File: config.mk
export PLATFORM = sky130hd
export DESIGN_NAME = alu_iter
export DESIGN_NICKNAME = d
export VERILOG_FILES = /design/src/rtl/alu_iter.sv
export SDC_FILE = /design/constraint.sdc
export NUM_CORES = 1
export LEC_CHECK = 0
export BUFFER_PORTS_ARGS = -buffer_cell sky130_fd_sc_hd__buf_2
export CORE_MARGIN = 5
export CORE_UTILIZATION = 35
export CTS_BUF_LIST = sky130_fd_sc_hd__clkbuf_8
export CTS_CLUSTER_DIAMETER = 80
export DETAILED_ROUTE_END_ITERATION = 10
export REMOVE_ABC_BUFFERS = 1
export SYNTH_ARGS = -nofsm -noshare
export SYNTH_HDL_FRONTEND = slang
export SYNTH_SLANG_ARGS = --single-unit
File: constraint.sdc
create_clock -name clk -period 4.04 [get_ports clk]
set_input_delay 0.404 -clock clk [delete_from_list [all_inputs] [get_ports clk]]
set_output_delay 0.404 -clock clk [all_outputs]
set_load 0.05 [all_outputs]
File: src/rtl/alu_iter.sv
// alu_iter -- iterative ALU with a multi-cycle barrel-free shifter.
//
// Add/sub/logic/compare/pass operations complete one cycle after acceptance.
// Shifts walk the registered result SHIFT_STEP bit positions per cycle, so a
// shift takes 1 + ceil(shamt / SHIFT_STEP) cycles from accept to out_valid.
//
// Parameters
//   XLEN        operand/result width (power of two, 8..64)
//   SHIFT_STEP  max bit positions shifted per cycle (power of two, 1..XLEN)
//
// Ports
//   clk        sole clock, rising edge
//   rst        synchronous active-high reset
//   in_valid   request valid
//   in_ready   request accepted when in_valid & in_ready at a rising edge
//   op         0 add, 1 sll, 2 srl, 3 sra, 4 pass, 5 and, 6 or, 7 xor,
//              8 sub, 9 slt, 10 sltu, 11-15 reserved (return 0)
//   a          first operand / shift source
//   b          second operand / pass value / shift amount source
//   out_valid  result valid
//   out_ready  consumer ready; result consumed on out_valid & out_ready
//   result     registered result
//   busy       high while a shift is in progress

module alu_iter #(
   parameter int XLEN       = 32,
   parameter int SHIFT_STEP = 1
) (
   input  logic            clk,
   input  logic            rst,
   input  logic            in_valid,
   output logic            in_ready,
   input  logic [3:0]      op,
   input  logic [XLEN-1:0] a,
   input  logic [XLEN-1:0] b,
   output logic            out_valid,
   input  logic            out_ready,
   output logic [XLEN-1:0] result,
   output logic            busy
);

   localparam int SHW = $clog2(XLEN);

   // SHIFT_STEP may equal XLEN, which needs one bit more than a shift amount.
   localparam logic [SHW:0] STEP_W = SHIFT_STEP[SHW:0];

   localparam logic [3:0] OP_ADD  = 4'd0;
   localparam logic [3:0] OP_SLL  = 4'd1;
   localparam logic [3:0] OP_SRL  = 4'd2;
   localparam logic [3:0] OP_SRA  = 4'd3;
   localparam logic [3:0] OP_PASS = 4'd4;
   localparam logic [3:0] OP_AND  = 4'd5;
   localparam logic [3:0] OP_OR   = 4'd6;
   localparam logic [3:0] OP_XOR  = 4'd7;
   localparam logic [3:0] OP_SUB  = 4'd8;
   localparam logic [3:0] OP_SLT  = 4'd9;
   localparam logic [3:0] OP_SLTU = 4'd10;

   typedef enum logic [1:0] {
      IDLE,
      SHIFT,
      DONE
   } state_t;

   state_t          state;
   logic [SHW-1:0]  remaining;
   logic [1:0]      shift_op;

   logic            accept;
   logic            is_shift;
   logic [SHW-1:0]  shamt;
   logic [XLEN-1:0] alu_res;
   logic [SHW:0]    rem_ext;
   logic [SHW:0]    k;
   logic [SHW-1:0]  rem_next;
   logic [XLEN-1:0] shifted;

   // Handshake and status decode straight from the registered state; in_ready
   // is forced low during reset so nothing is accepted on a reset edge.
   assign in_ready  = !rst && ((state == IDLE) || ((state == DONE) && out_ready));
   assign out_valid = (state == DONE);
   assign busy      = (state == SHIFT);
   assign accept    = in_valid && in_ready;

   assign shamt    = b[SHW-1:0];
   assign is_shift = (op == OP_SLL) || (op == OP_SRL) || (op == OP_SRA);

   // Single-cycle result for every op. A shift only lands here when its
   // amount is zero, in which case the answer is simply a.
   always_comb begin
      alu_res = '0;
      case (op)
         OP_ADD:  alu_res = a + b;
         OP_SLL,
         OP_SRL,
         OP_SRA:  alu_res = a;
         OP_PASS: alu_res = b;
         OP_AND:  alu_res = a & b;
         OP_OR:   alu_res = a | b;
         OP_XOR:  alu_res = a ^ b;
         OP_SUB:  alu_res = a - b;
         OP_SLT:  alu_res = {{(XLEN-1){1'b0}}, ($signed(a) < $signed(b))};
         OP_SLTU: alu_res = {{(XLEN-1){1'b0}}, (a < b)};
         default: alu_res = '0;
      endcase
   end

   // One shift step: move by min(SHIFT_STEP, remaining). An arithmetic shift
   // of the partial result keeps re-using the sign bit of the original a,
   // because every earlier step has already replicated it into the MSB.
   always_comb begin
      rem_ext  = {1'b0, remaining};
      k        = (rem_ext > STEP_W) ? STEP_W : rem_ext;
      rem_next = remaining - k[SHW-1:0];
      case (shift_op)
         2'd1:    shifted = result << k;
         2'd2:    shifted = result >> k;
         default: shifted = $signed(result) >>> k;
      endcase
   end

   // Control FSM and datapath registers. Operands are captured only on the
   // accept edge; a DONE that is consumed together with a new request goes
   // straight into the next operation, giving one result per cycle.
   always_ff @(posedge clk) begin
      if (rst) begin
         state     <= IDLE;
         result    <= '0;
         remaining <= '0;
         shift_op  <= '0;
      end else if (accept) begin
         if (is_shift && (shamt != '0)) begin
            result    <= a;
            remaining <= shamt;
            shift_op  <= op[1:0];
            state     <= SHIFT;
         end else begin
            result <= alu_res;
            state  <= DONE;
         end
      end else begin
         case (state)
            SHIFT: begin
               result    <= shifted;
               remaining <= rem_next;
               if (rem_next == '0) begin
                  state <= DONE;
               end
            end
            DONE: begin
               if (out_ready) begin
                  state <= IDLE;
               end
            end
            default: begin
            end
         endcase
      end
   end

endmodule
==> results.cfg, run 1 <==
[outcome]
status = finished clean

[synthesis]
synthDistinctLibCells = 79
synthCells = 1230
synth_top_family_by_area = compound AO/OA/AOI/OAI gates
synth-compound-area-share_pct = 38.1
synth_xor_area_share_pct = 1.15
yosys_warnings = 0
yosys.area_share.simple_pct = 20.5
avgSynthCellArea_um2 = 6.78
ys_top_cells_by_area = ha_1 15%, dfxtp_1 9.8%, a21oi_1 7.2%, o21ai_0 5.8%, inv_1 5.2%
synth_top_area_cell = ha_1
async_flop_share_pct = 0
synthMuxAreaShare_pct = 4.96
synth_top_area_share_pct = 15.4
yosysSeqAreaShare_pct = 9.84
post_synth_fa_ha_maj_area_fraction_pct = 15.9
netlist_area_um2 = 8340
ys_seq_elements = 41
synth-edff-count = 0
synthFlopType = dfxtp_1

[cells_and_area]
final_util_pct = 39.5
nets = 1466
n_antenna_cell = 0
syn_to_final_growth_pct = 11.2
layout-drive-gt1-share_pct = 15.3
final_area_um2 = 9280
nFillCells = 2508
layout_commonest_cell = a21oi_1
final_cell_mix = 120 x a21oi_1, 116 x inv_1, 107 x nor2_1

[setup_path]
worstPathMaxFanout = 13
cp_slowest_cell = nor2_2
ff2ff_path_depth = 9
start_kind = register
path_cells = or3_1 > or3_1 > buf_4 > nor2_2 > buf_4 > a21oi_1 > o21ai_0 > o221ai_1 > o21ba_1
path_class = reg -> reg
rr_startpoint = remaining[2]
endpoint_kind = register
r2r-end = result[23]
critPathMaxStageDelay_ns = 0.61
cp-endpoint = result[23]
worstPathRequired_ns = 4.33
reg2reg_slack_ns = 0.81
crit_arrival_ns = 3.52
crit_start = remaining[2]

[drt]
vias_per_cell = 6.27
wirelength_mm = 36.9
wl_per_cell_um = 22.9
drtIter0Drc = 1142
route.detailed.drc = 0
route.vias.total = 10100
ant_nets = 0
dr.pass1.iters = 8

[floorplanning]
num_io_pins = 107
rows = 56
core_um2 = 23500
die_h_um = 164
die-area_um2 = 27000
initial_core_util_pct = 35.5
fp.dieW_um = 164

[timing]
fmax_mhz = 310
hold_slack_ns = 0.479
setup_viol = 0
fin_crit_sh_pct = 79.9
finClkSkew_ns = 0.00417
rsz0062_at_grt = no
layout_min_cycle_time_ns = 3.23
maxSlewHeadroom_pct = 41.6
tightest_slew_ns = 0.874
hold_viol = 0
setup_tns_ns = 0
drv_slew = 0

[placement]
place_area_um2 = 9200
port_buffers = 106
place.gp.congestion = 0.981
dp_hpwl_mm = 26.4

[pwr]
ir_worst_vdd_mv = 0.107
power_density_nw_per_um2 = 224
p_leak_nw = 4.10
total_power_w = 0.00208

[clock_tree]
holdBufCountCts = 0
cts_made_buffers = 5
cts_max_path_buffers = 2
h-tree-depth = 2
cts_resized = 0
cts.sinks = 41
clock_latency_ns = 0.33
cts-root-buf = clkbuf_8
clk_pin_slew_ns = 0.10
cts_setup_buffers = 0
tritoncts = yes

[grt]
grt_first_pass_wirelength_mm = 55.3
antenna_found_initial = 0
grt_pass1_vias = 9428
grt_max_degree = 43
overflow = 0
grt_usage_pct = 26.2

[hold_path]
hp-start = a[27]
hold_class = in -> reg

[run]
drv_cap = 0
-- synth_stat cells, types with 4 or more instances --
master,instances
a211oi_1,18
a21o_1,21
a21oi_1,120
a221o_1,10
a221oi_1,5
a222oi_1,22
a22o_1,9
a22oi_1,33
a311oi_1,4
a31oi_1,19
and2_1,9
and3_1,8
buf_1,9
buf_2,14
clkbuf_1,65
dfxtp_1,41
ha_1,103
inv_1,115
mux2_2,15
mux2i_1,11
mux4_2,6
nand2_1,104
nand2b_1,6
nand3_1,35
nand4_1,10
nor2_1,108
nor2b_1,13
nor3_1,37
nor3b_1,6
nor4_1,7
o211ai_1,12
o21a_1,9
o21ai_0,97
o21bai_1,12
o221ai_1,12
o22ai_1,6
o31a_1,5
o31ai_1,10
or2_2,6
or3_1,12
xnor2_1,8
-- kinds of logic after synthesis --
family / Yosys count
adder cells (fa/ha/maj): 105
multiplexers: 32
flip-flops: 41
XOR/XNOR: 11
buffers and inverters: 205
AO/OA/AOI/OAI: 468
AND/OR/NAND/NOR: 368
-- per-stage QoR --
stage	setup WS (ns)	std cells
5_1_grt	0.704	1609
3_3_place_gp	0.656	1601
6_report	0.811	1609
2_1_floorplan	-0.990	1141
4_1_cts	0.916	1609
3_5_place_dp	0.636	1601
-- registers in the layout, indices dropped and copies added (netlist names) --
name       flops
remaining      5
result        32
shift_op       2
state          2
-- how the worst min path moves through the flow --
stage | to | slack, ns | cells after the start
final | result[27] | 0.48 | 3
after global routing | result[27] | 0.49 | 3
after CTS | result[27] | 0.46 | 3
after detailed placement | state[1] | 0.47 | 2
after global placement | state[1] | 0.46 | 2
after floorplan | state[1] | 0.44 | 2
-- worst max-delay path: cells and delay by family (launching register included) --
kind,cells,cell delay (ns)
AND/OR/NAND/NOR,3,1.38
buffers and inverters,2,0.57
flip-flops,1,0.37
AO/OA/AOI/OAI,4,0.85
-- final cells by class --
type | instances | area (µm²) | area share (%)
Clock buffer | 5 | 68.8 | 0.741
Clock inverter | 3 | 13.8 | 0.148
Inverter | 116 | 435 | 4.69
Multi-Input combinational cell | 984 | 6750 | 72.7
Sequential cell | 41 | 821 | 8.84
Tap cell | 319 | 399 | 4.30
Timing Repair Buffer | 141 | 793 | 8.55
-- report_power, final --
group          internal [W]  leakage [nW]  switching, W
sequential         0.000440         0.335     0.0000565
combinational      0.000420          3.72      0.000845
clock              0.000119        0.0491      0.000199
total              0.000979          4.10       0.00110
-- routing by layer --
metal  global-route usage (%)  part of all wire (%)
met1                     34.4                    41
met2                     41.7                    44
met3                     5.57                    10
met4                     11.0                   4.3
met5                        0                     0
No activity file was read; power rests on OpenSTA's default activity.
==> run 2: changes to the inputs <==
--- a/config.mk
+++ b/config.mk
@@ -5,6 +5,7 @@
 export SDC_FILE = /design/constraint.sdc
 export NUM_CORES = 1
 export LEC_CHECK = 0
+export ABC_AREA = 1
 export BUFFER_PORTS_ARGS = -buffer_cell sky130_fd_sc_hd__buf_2
 export CORE_MARGIN = 5
 export CORE_UTILIZATION = 35
==> constraint.sdc (replaced) <==
create_clock -name clk -period 3 [get_ports clk]
set_input_delay 0.3 -clock clk [delete_from_list [all_inputs] [get_ports clk]]
set_output_delay 0.3 -clock clk [all_outputs]
set_load 0.05 [all_outputs]
==> run 2 against run 1 <==
Against the previous run: core utilization shrank 0.19 points; combinational power grew 100%; clock skew grew 0.011 ns; first-iteration DRC count grew 8.7%; non-clock buffer count shrank 2; critical path type is now in -> reg; via count grew 20%; global-route usage grew 0.91 points; count of clock-buffer cells in the layout grew 2; cell count grew 39%; routed wire length grew 18%; final area grew 15%.
==> results.cfg, run 2 <==
[clock_tree]
cts_made_buffers = 5
cts_resized = 0
clk_pin_slew_ns = 0.10
clock_latency_ns = 0.31
cts.sinks = 41
cts_max_path_buffers = 2
h-tree-depth = 2
tritoncts = yes
cts-root-buf = clkbuf_8
cts_setup_buffers = 0
holdBufCountCts = 0

[synthesis]
synth_top_area_share_pct = 20.4
synth.top_cells.by_count = 526 x nand2_1, 330 x inv_1, 138 x nand3_1
synth_xor_area_share_pct = 0.272
netlist_area_um2 = 9670
synthDistinctLibCells = 52
async_flop_share_pct = 0
yosys.area_share.simple_pct = 37.8
synth_top_area_cell = nand2_1
yosysMostFrequentCell = nand2_1
synth-compound-area-share_pct = 22.4
yosysSeqAreaShare_pct = 8.49
ys_top_cells_by_area = nand2_1 20%, ha_1 13%, inv_1 13%, dfxtp_1 8.5%, nand3_1 7.1%
post_synth_fa_ha_maj_area_fraction_pct = 13.7
synthMuxAreaShare_pct = 0
synth-edff-count = 0
synthFlopType = dfxtp_1
synth_top_family_by_area = simple AND/OR/NAND/NOR gates
yosys_warnings = 0
synthCells = 1794
avgSynthCellArea_um2 = 5.39
ys_seq_elements = 41

[floorplanning]
core_um2 = 27100
rows = 60
num_io_pins = 107
die-area_um2 = 31100
initial_core_util_pct = 35.7
fp.dieW_um = 176
die_h_um = 176

[placement]
dp_hpwl_mm = 35.6
port_buffers = 106
place_area_um2 = 10600
place.gp.congestion = 0.998

[timing]
fmax_mhz = 382
layout_min_cycle_time_ns = 2.62
setup_tns_ns = 0
finClkSkew_ns = 0.0153
hold_slack_ns = 0.298
fin_crit_sh_pct = 87.3
setup_viol = 0
drv_slew = 0
rsz0062_at_grt = no
maxSlewHeadroom_pct = 56.3
hold_viol = 0
tightest_slew_ns = 0.648

[cells_and_area]
final_area_um2 = 10700
layout_commonest_cell = nand2_1
largest_register_ffs = 32
syn_to_final_growth_pct = 10.3
final_util_pct = 39.4
largestRegisters = result x32, remaining x5
largest_register = result
n_antenna_cell = 0
layout-drive-gt1-share_pct = 10.7
nets = 2047
nFillCells = 3126
final_cell_mix = 526 x nand2_1, 330 x inv_1, 138 x nand3_1

[setup_path]
ff2ff_path_depth = 12
worstPathRequired_ns = 3.19
worstPathMaxFanout = 6
rr_startpoint = state[0]
crit_arrival_ns = 2.81
r2r-end = result[12]
reg2reg_slack_ns = 0.39
crit_start = a[0]
start_kind = input port
endpoint_kind = register
path_class = in -> reg

[drt]
route.detailed.drc = 0
wirelength_mm = 43.6
vias_per_cell = 5.39
drtIter0Drc = 1241
route.vias.total = 12100
ant_nets = 0
wl_per_cell_um = 19.4
dr.pass1.iters = 6

[hold_path]
hp-start = op[1]
hold_class = in -> reg
hold_path_end = shift_op[1]
min_path_cells = 3

[grt]
overflow = 0
antenna_found_initial = 0
grt_usage_pct = 27.1
grt_max_degree = 47
grt_first_pass_wirelength_mm = 65.7
grt_pass1_vias = 11200

[pwr]
power_density_nw_per_um2 = 351
p_leak_nw = 5.89
ir_worst_vdd_mv = 0.191

[outcome]
status = finished clean

[run]
drv_cap = 0
## run 2: cell count changes after synthesis, moves of 13 or more
| cell | change |
|---|---|
| nand2_1 | +422 |
| inv_1 | +215 |
| nand3_1 | +103 |
| o22ai_1 | +67 |
| clkbuf_1 | -52 |
| a22oi_1 | -33 |
| buf_2 | +24 |
| a222oi_1 | -22 |
| nor3_1 | -22 |
| a21o_1 | -21 |
| mux2_2 | -15 |
| nor2b_1 | -13 |
## run 2: worst max-delay path by stage
stage,cells after the start,end,slack [ns]
finish,12,result[16],0.38
CTS,12,result[12],0.37
floorplan,15,result[14],-0.44
global placement,12,result[16],0.10
global route,12,result[12],0.26
detailed placement,12,result[16],0.11
## run 2: logic make-up after synthesis
kind of cell / count (synthesis)
AND/OR/NAND/NOR: 863
buffers and inverters: 413
AO/OA/AOI/OAI: 369
adder cells (fa/ha/maj): 105
flip-flops: 41
XOR/XNOR: 3
## run 2: power by group
group | switching [W] | internal [W]
combinational | 0.00183 | 0.000777
clock | 0.000238 | 0.000209
sequential | 0.0000746 | 0.000618
total | 0.00214 | 0.00160
## run 2: cell type report
| type | count | area, µm² | share of cell area (%) |
|---|---|---|---|
| multi-input combinational | 1340 | 7180 | 67.3 |
| timing repair buffer | 139 | 816 | 7.65 |
| tap | 372 | 465 | 4.36 |
| inverter | 343 | 1290 | 12.1 |
| clock inverter | 1 | 5.00 | 0.0469 |
| sequential | 41 | 821 | 7.69 |
| clock buffer | 7 | 96.3 | 0.903 |
## run 2: metal layers
layer	GRT usage (%)	routed length (µm)	part of all wire, %	up-vias
met4	14.8	2920	6.7	0
met2	44.6	19400	44	514
met3	2.76	2740	6.3	120
met5	0	0	0	-
li1	-	-	-	5933
met1	34.9	18500	43	5515
## run 2: critical path, cell delays in order
cell and delay, ns:
buf_2 0.14, ha_1 0.30, fa_1 0.52, nand3_1 0.17
nand3_1 0.22, a21oi_1 0.29, o21ai_0 0.21, or2_1 0.25
nand3_1 0.06, nand3_1 0.16, nand2_1 0.11, a21oi_1 0.06
## run 2: through the flow
stage / power (W) / worst slack (ns) / std cells
3_3_place_gp: 0.00327 / 0.102 / 2235
4_1_cts: 0.00372 / 0.366 / 2243
6_report: 0.00374 / 0.380 / 2243
5_1_grt: 0.00406 / 0.262 / 2243
2_1_floorplan: 0.00244 / -0.439 / 1724
3_5_place_dp: 0.00327 / 0.114 / 2235
==> run 3: changes to the inputs <==
--- a/config.mk
+++ b/config.mk
@@ -12,6 +12,7 @@
 export CTS_BUF_LIST = sky130_fd_sc_hd__clkbuf_8
 export CTS_CLUSTER_DIAMETER = 80
 export DETAILED_ROUTE_END_ITERATION = 10
+export MAX_ROUTING_LAYER = met4
 export REMOVE_ABC_BUFFERS = 1
 export SYNTH_ARGS = -nofsm -noshare
 export SYNTH_HDL_FRONTEND = slang
==> run 3 against run 2 <==
Against the previous run: setup slack improved by 0.073 ns; core utilization rose by 0.088 points; via count barely moved; sequential power barely moved; register-to-register slack improved by 0.06 ns; largest cell class unchanged; clock power rose by 29%; non-clock buffer count did not move; largest power group unchanged; routed wire length fell by 3.3%.
==> results.cfg, run 3 (synthesized netlist as in run 2, its figures left out) <==
[outcome]
status = finished clean

[setup_path]
path_buf_inv = 4
crit_start = state[0]
crit_arrival_ns = 2.74
worstPathMaxFanout = 13
start_kind = register
worstPathRequired_ns = 3.20
critPathTopFamily = buffers and inverters
rr_startpoint = state[0]
endpoint_kind = register
path_class = reg -> reg
path_cells = inv_1 > ha_1 > nand2_1 > nand2_1 > nand2_1 > inv_2 > nand2_4 > nand2_1 > clkinv_1 > buf_4 > a21oi_1 > a31oi_1
ff2ff_path_depth = 12
cp_slowest_cell = clkinv_1
reg2reg_slack_ns = 0.45
r2r-end = result[12]
critPathMaxStageDelay_ns = 0.42
path_common_cell = nand2_1

[cells_and_area]
nFillCells = 3088
syn_to_final_growth_pct = 10.5
layout_commonest_cell = nand2_1
largest_register = result
multi_input_area_um2 = 7180
layout-drive-gt1-share_pct = 10.7
final_cell_mix = 526 x nand2_1, 330 x inv_1, 138 x nand3_1
final_area_um2 = 10700
nets = 2047
largest_register_ffs = 32
final-seq-area_um2 = 821
n_antenna_cell = 0
largestRegisters = result x32, remaining x5

[hold_path]
hold_path_end = shift_op[1]
hold_class = in -> reg
hp-start = op[1]
min_path_cells = 3

[timing]
layout_setup_ws_ns = 0.453
hold_slack_ns = 0.295
drv_slew = 0
fin_crit_sh_pct = 84.9
finClkSkew_ns = 0.0107
layout_min_cycle_time_ns = 2.55
maxSlewHeadroom_pct = 58.3
setup_viol = 0
hold_viol = 0
tightest_slew_ns = 0.625
rsz0062_at_grt = no
fmax_mhz = 393

[drt]
ant_nets = 0
route.detailed.drc = 0
drtIter0Drc = 1337
dr.pass1.iters = 7
wirelength_mm = 42.1
wl_per_cell_um = 18.8
vias_per_cell = 5.39
route.vias.total = 12100

[floorplanning]
die_h_um = 176
core_um2 = 27100
initial_core_util_pct = 35.7
fp.dieW_um = 176
rows = 60
num_io_pins = 107
die-area_um2 = 31100

[clock_tree]
cts_resized = 0
cts_made_buffers = 5
holdBufCountCts = 0
cts.sinks = 41
h-tree-depth = 2
cts-root-buf = clkbuf_8
cts_max_path_buffers = 2
clk_pin_slew_ns = 0.10
cts_setup_buffers = 0
clock_latency_ns = 0.31
tritoncts = yes

[pwr]
ir_worst_vdd_mv = 0.200
p_leak_nw = 5.90
power_density_nw_per_um2 = 360

[placement]
place_worst_setup_slack_ns = 0.223
dp_hpwl_mm = 34.5
place.gp.congestion = 1.05
place_area_um2 = 10600
port_buffers = 106

[grt]
grt_usage_pct = 26.9
grt_first_pass_wirelength_mm = 64.2
grt_pass1_vias = 11200
overflow = 0
antenna_found_initial = 0
grt_max_degree = 47

[run]
drv_cap = 0
run 3: through the flow:
step	power, W	std cells	setup TNS [ns]	utilization (%)
after floorplan	0.00244	1724	-2.72	-
after global placement	0.00322	2235	0	38.9
after detailed placement	0.00323	2235	0	38.9
after CTS	0.00382	2243	0	39.4
after global routing	0.00416	2243	0	39.4
final	0.00384	2243	0	39.4
run 3: cell type report:
type	instances	share of cell area (%)
Inverter	343	12.0
Sequential cell	41	7.68
Tap cell	372	4.35
Timing Repair Buffer	139	7.51
Clock inverter	3	0.644
Clock buffer	5	0.644
Multi-Input combinational cell	1340	67.1
run 3: worst max path at each step:
stage / end / slack, ns / cells after the start
2_1_floorplan: result[14] / -0.44 / 15
3_3_place_gp: result[16] / 0.26 / 12
3_5_place_dp: result[16] / 0.22 / 12
4_1_cts: result[12] / 0.48 / 12
5_1_grt: result[12] / 0.30 / 12
6_report: result[12] / 0.45 / 12
run 3: worst reg2reg max path, stage by stage (launching register included):
cell and delay (ns):
dfxtp_1 0.36, inv_1 0.09, ha_1 0.21, nand2_1 0.06
nand2_1 0.05, nand2_1 0.05, inv_2 0.07, nand2_4 0.11
nand2_1 0.11, clkinv_1 0.42, buf_4 0.37, a21oi_1 0.37
a31oi_1 0.14
run 3: power breakdown:
group          switching, W  total (W)  internal [W]
logic               0.00180    0.00258      0.000771
clock network      0.000242   0.000578      0.000336
registers         0.0000728   0.000691      0.000618
run 3: routing by layer:
layer / share of wire, % / up-vias / GRT usage, %
met4: 5.1 / 0 / 11.5
met2: 46 / 524 / 44.1
met5: 0 / - / -
met3: 6.6 / 108 / 2.42
li1: - / 5937 / -
met1: 43 / 5514 / 34.0
